<file path="src/rtl/solution_collector.sv">
// Collects eight one-hot queen rows into a packed 24-bit solution word and buffers
// complete solutions in a show-ahead FIFO with a valid/ready output port.
module solution_collector #(
    parameter int unsigned DEPTH     = 4,
    parameter int unsigned CNT_WIDTH = 7
) (
    input  logic                 clk,
    input  logic                 reset,
    input  logic                 row_valid,
    input  logic [7:0]           row_data,
    input  logic                 abort,
    input  logic                 clear_flags,
    output logic                 full,
    output logic                 sol_valid,
    input  logic                 sol_ready,
    output logic [23:0]          sol_data,
    output logic [CNT_WIDTH-1:0] solution_count,
    output logic                 bad_row,
    output logic                 overflow
);

    localparam int unsigned AW = $clog2(DEPTH);
    localparam logic [AW:0] FullCnt = DEPTH[AW:0];
    localparam logic [AW:0] CntOne  = {{AW{1'b0}}, 1'b1};

    typedef enum logic [1:0] {StIdle, StCollect, StDiscard} state_e;

    state_e               state_q, state_d;
    logic [2:0]           row_cnt_q, row_cnt_d;
    logic [20:0]          asm_q, asm_d;       // columns of rows 0..6
    logic [23:0]          mem_q [DEPTH];
    logic [AW-1:0]        wr_ptr_q, rd_ptr_q;
    logic [AW:0]          count_q, count_d;
    logic [CNT_WIDTH-1:0] sol_cnt_q;
    logic                 bad_row_q, overflow_q;

    logic       row_onehot, accept, last_row, bad_set;
    logic       push_req, push, pop, drop, fifo_full;
    logic [2:0] row_col;
    logic [23:0] sol_word;

    always_comb begin
        row_col = 3'd0;
        for (int i = 0; i < 8; i++) begin
            if (row_data[i]) row_col = 3'(i);
        end
    end

    assign row_onehot = (row_data != 8'd0) && ((row_data & (row_data - 8'd1)) == 8'd0);
    assign accept     = row_valid & ~abort;
    assign last_row   = (row_cnt_q == 3'd7);
    assign bad_set    = accept & ~row_onehot;
    assign push_req   = accept & last_row & row_onehot & (state_q == StCollect);
    assign fifo_full  = (count_q == FullCnt);
    assign pop        = sol_valid & sol_ready;
    // A simultaneous pop frees the slot the completing solution needs.
    assign push       = push_req & (~fifo_full | pop);
    assign drop       = push_req & ~push;
    assign sol_word   = {row_col, asm_q};

    always_comb begin
        state_d   = state_q;
        row_cnt_d = row_cnt_q;
        asm_d     = asm_q;
        if (abort) begin
            state_d   = StIdle;
            row_cnt_d = 3'd0;
        end else if (row_valid) begin
            row_cnt_d = row_cnt_q + 3'd1;
            if (row_onehot) begin
                for (int r = 0; r < 7; r++) begin
                    if (row_cnt_q == 3'(r)) asm_d[3*r +: 3] = row_col;
                end
            end
            if (last_row) begin
                state_d = StIdle;
            end else if (!row_onehot) begin
                state_d = StDiscard;
            end else if (state_q == StIdle) begin
                state_d = StCollect;
            end
        end
    end

    always_comb begin
        count_d = count_q;
        case ({push, pop})
            2'b10:   count_d = count_q + CntOne;
            2'b01:   count_d = count_q - CntOne;
            default: count_d = count_q;
        endcase
    end

    always_ff @(posedge clk) begin
        if (!reset) begin
            state_q    <= StIdle;
            row_cnt_q  <= 3'd0;
            asm_q      <= '0;
            wr_ptr_q   <= '0;
            rd_ptr_q   <= '0;
            count_q    <= '0;
            sol_cnt_q  <= '0;
            bad_row_q  <= 1'b0;
            overflow_q <= 1'b0;
        end else begin
            state_q    <= state_d;
            row_cnt_q  <= row_cnt_d;
            asm_q      <= asm_d;
            count_q    <= count_d;
            bad_row_q  <= bad_set | (bad_row_q & ~clear_flags);
            overflow_q <= drop | (overflow_q & ~clear_flags);
            if (push) wr_ptr_q <= wr_ptr_q + AW'(1);
            if (pop)  rd_ptr_q <= rd_ptr_q + AW'(1);
            if (push && (sol_cnt_q != {CNT_WIDTH{1'b1}})) begin
                sol_cnt_q <= sol_cnt_q + CNT_WIDTH'(1);
            end
        end
    end

    always_ff @(posedge clk) begin
        if (push) mem_q[wr_ptr_q] <= sol_word;
    end

    assign sol_valid      = (count_q != '0);
    assign sol_data       = sol_valid ? mem_q[rd_ptr_q] : 24'd0;
    assign full           = fifo_full;
    assign solution_count = sol_cnt_q;
    assign bad_row        = bad_row_q;
    assign overflow       = overflow_q;

endmodule

</file>
<file path="config.mk">
export PLATFORM = sky130hd
export DESIGN_NAME = solution_collector
export DESIGN_NICKNAME = d
export VERILOG_FILES = /design/src/rtl/solution_collector.sv
export SDC_FILE = /design/constraint.sdc
export NUM_CORES = 1
export LEC_CHECK = 0
export ABC_CLOCK_PERIOD_IN_PS = 3500
export CORE_UTILIZATION = 57
export DETAILED_ROUTE_END_ITERATION = 16
export GPL_TIMING_DRIVEN = 1
export HOLD_SLACK_MARGIN = 0.02
export PLACE_DENSITY = 0.79
export SYNTH_ARGS = -nofsm -noshare
export SYNTH_HDL_FRONTEND = slang
export SYNTH_SLANG_ARGS = --single-unit
export TNS_END_PERCENT = 5
</file>
<file path="constraint.sdc">
create_clock -name clk -period 3.5 [get_ports clk]
set_clock_uncertainty 0.05 [all_clocks]
set_input_delay 0.875 -clock clk [delete_from_list [all_inputs] [get_ports clk]]
set_output_delay 0.875 -clock clk [all_outputs]
set_load 0.05 [all_outputs]
</file>
==> results of run 1 <==
-- sequential cells by signal, indices dropped and copies added, names as in the netlist, 2 cells and up, named ones only --
register	count
state_q	2
wr_ptr_q	2
asm_q	21
mem_q	96
count_q	3
row_cnt_q	3
solution_count	7
rd_ptr_q	2
-- metal layers --
layer	vias to the layer above	track usage (%)	part of all wire (%)
met3	17	6.09	4.9
met4	0	9.78	1.9
met2	116	39.8	53
met5	-	0	0
li1	1605	-	-
met1	1697	28.5	41
-- metrics by stage --
step                      cells  hold slack [ns]  worst slack (ns)
final                       607            0.423             0.380
after detailed placement    575            0.415           -0.0535
after CTS                   607            0.428             0.318
after floorplan             383            0.400             0.301
after global routing        607            0.462             0.249
after global placement      575            0.405            0.0738
-- final timing paths --
check          startpoint           end  cells past startpoint
max              register  sol_data[21]                      4
min              overflow      overflow                      2
max reg2reg  row_cnt_q[0]    count_q[2]                      8
min reg2reg      overflow      overflow                      2
-- report_power, final --
| part | internal, mW | switching [mW] |
|---|---|---|
| combinational | 0.0365 | 0.0509 |
| clock | 1.08 | 0.668 |
| sequential | 1.75 | 0.00287 |
-- worst register-to-register path, cell delays in order (launching register included) --
cell and delay [ns]:
dfxtp_1 0.40, ha_1 0.20, ha_1 0.20, nand4_1 0.15
nor2_1 0.25, a21oi_2 0.11, fa_1 0.39, mux2i_1 0.20
mux2i_1 0.20
-- cell families after synthesis --
group	count (synthesis)	share of synthesized area [%]
flops	140	65.8
buf+inv	24	1.62
simple gates	124	11.6
mux	47	13.5
compound gates	29	3.69
fa+ha+maj	13	2.93
xor+xnor	6	0.918
-- layout by cell type (no fill, tap or decap), drive strengths merged, types with 6 or more instances in the layout --
cell type / count
and2: 27
inv: 10
mux4: 24
nand2: 9
nor2: 39
nor3: 7
ha: 11
nand2b: 8
nand4: 7
mux2i: 23
a21oi: 10
and3: 7
clkinv: 6
nor2b: 7
buf: 50
dfxtp: 44
clkbuf: 22
edfxtp: 96
clkdlybuf4s50: 24
-- final cells by class --
type / count / area [um2]
clock buffers: 22 / 497
inverters: 9 / 33.8
clock inverters: 10 / 103
multi-input cells: 219 / 1870
flip-flops and latches: 140 / 3760
repair buffers: 74 / 666
well taps: 133 / 166
fillers: 607 / 2680
==> metrics, run 1 <==
Starting Density=between 50 and 60%; DIE AREA=around 10000 um2; Critical Path Start Type=register; Max Cap Violations=0; worst skew pair latency=between 0.5 and 0.6 ns; die width=approximately 100 um; FF-to-FF setup slack=approximately 1.3 ns; Layout Cell Area excl Fill=7100 um2; worst slew pin tran=approximately 0.59 ns; Mapped Cells=around 380; CP Capture Type=output port; final setup vio count=0; CP Max Fanout=24; Power Total=~3.6 mW; postcts setup bufs=0; Post-synth EDFFs=96; synth-to-layout area growth=24.0%; buffer and inverter count on the worst path=2; slowest stage cell, crit path=mux4_2; Fmax=321 MHz; commonest cells in the synthesized netlist=edfxtp_1 (96), dfxtp_1 (44), nor2_1 (39), and2_1 (27), mux4_2 (24); Total Wirelength=~11 mm; Primary FF master, synth=edfxtp_1; outcome=finished clean; GRT Total Usage=between 20% and 30%; Synthesis Warnings=0; first-pass GRT wire length=between 15 and 20 mm; ys async rst share=0%; post-DR wirelength/cell=18.2 um; clock slew at reported path FFs=0.06 ns; CP cell instances=buf_4, mux4_2, and2_1, buf_4; kind of critical path=reg -> out; routability cong.=just over 0.8; synthesized cell area=5720 um2; post-synth net total=around 400; I/O Buffers=48; fin crit share=89.1%; largest net degree at the start of global routing=34; io pins=between 40 and 50; Max VDD drop=between 0.4 and 0.5 mV; DP HPWL=a little under 7 mm; setup_tns=0 ns; syn avg cell area=approximately 15 um2; Yosys top cell by area=edfxtp_1; drt initial violations=between 150 and 200; Cell Rows=36; clk buf depth=2; sequential area share after synthesis=between 60% and 70%; Slew Limit Fails=0; final hold vios=0; Yosys reg bits=between 100 and 150; Pre-antenna DRT Iters=5; LEAKAGE=about 2.5 nW; Tmin final=around 3.1 ns; CP delay by family, top=buffers and inverters; share of cells above drive strength 1=23.4%; Core ar.=9770 um2; worst path required time=approximately 2.6 ns; Residual DRC=0; Inserted Clock Buffers=17; gr ovfl total=0; top-area cell type share of the netlist area=around 50%; hold_buf cts=0; H-tree levels=4; number of global-route vias before repair=between 3000 and 4000; RSZ-0062 raised after global routing=false; antenna violations before repair=0; crit path DAT=approximately 2.2 ns; Post-CTS Resized=0; Hold Crit Class=reg -> reg; Root Buffer=clkbuf_8; Via Count=between 3000 and 4000; Distinct cells, synth=between 40 and 50; Final Util=between 70 and 80%; most used cell, CP=buf_4; Antenna Nets Post-Route=0; clk sinks=between 100 and 150; CP max stage delay=0.58 ns; area post-placement=~6500 um2; top area cells in the synthesized netlist=edfxtp_1 (50%), dfxtp_1 (15%), mux4_2 (9.4%); CTS tree=yes; Vias per Instance=approximately 5.7; die height=roughly 100 um; most frequent cell after synthesis=edfxtp_1; max_slew headroom=around three fifths; # diodes=0; nets@finish=487; Power Density=506 nW/um2
No activity file was read; power rests on OpenSTA's default activity.
==> run 2: changes to the inputs <==
- CTS_CLUSTER_DIAMETER: unset -> 80
==> results of run 2 <==
No change in the layout: final DEF, timing and power equal those of run 1.
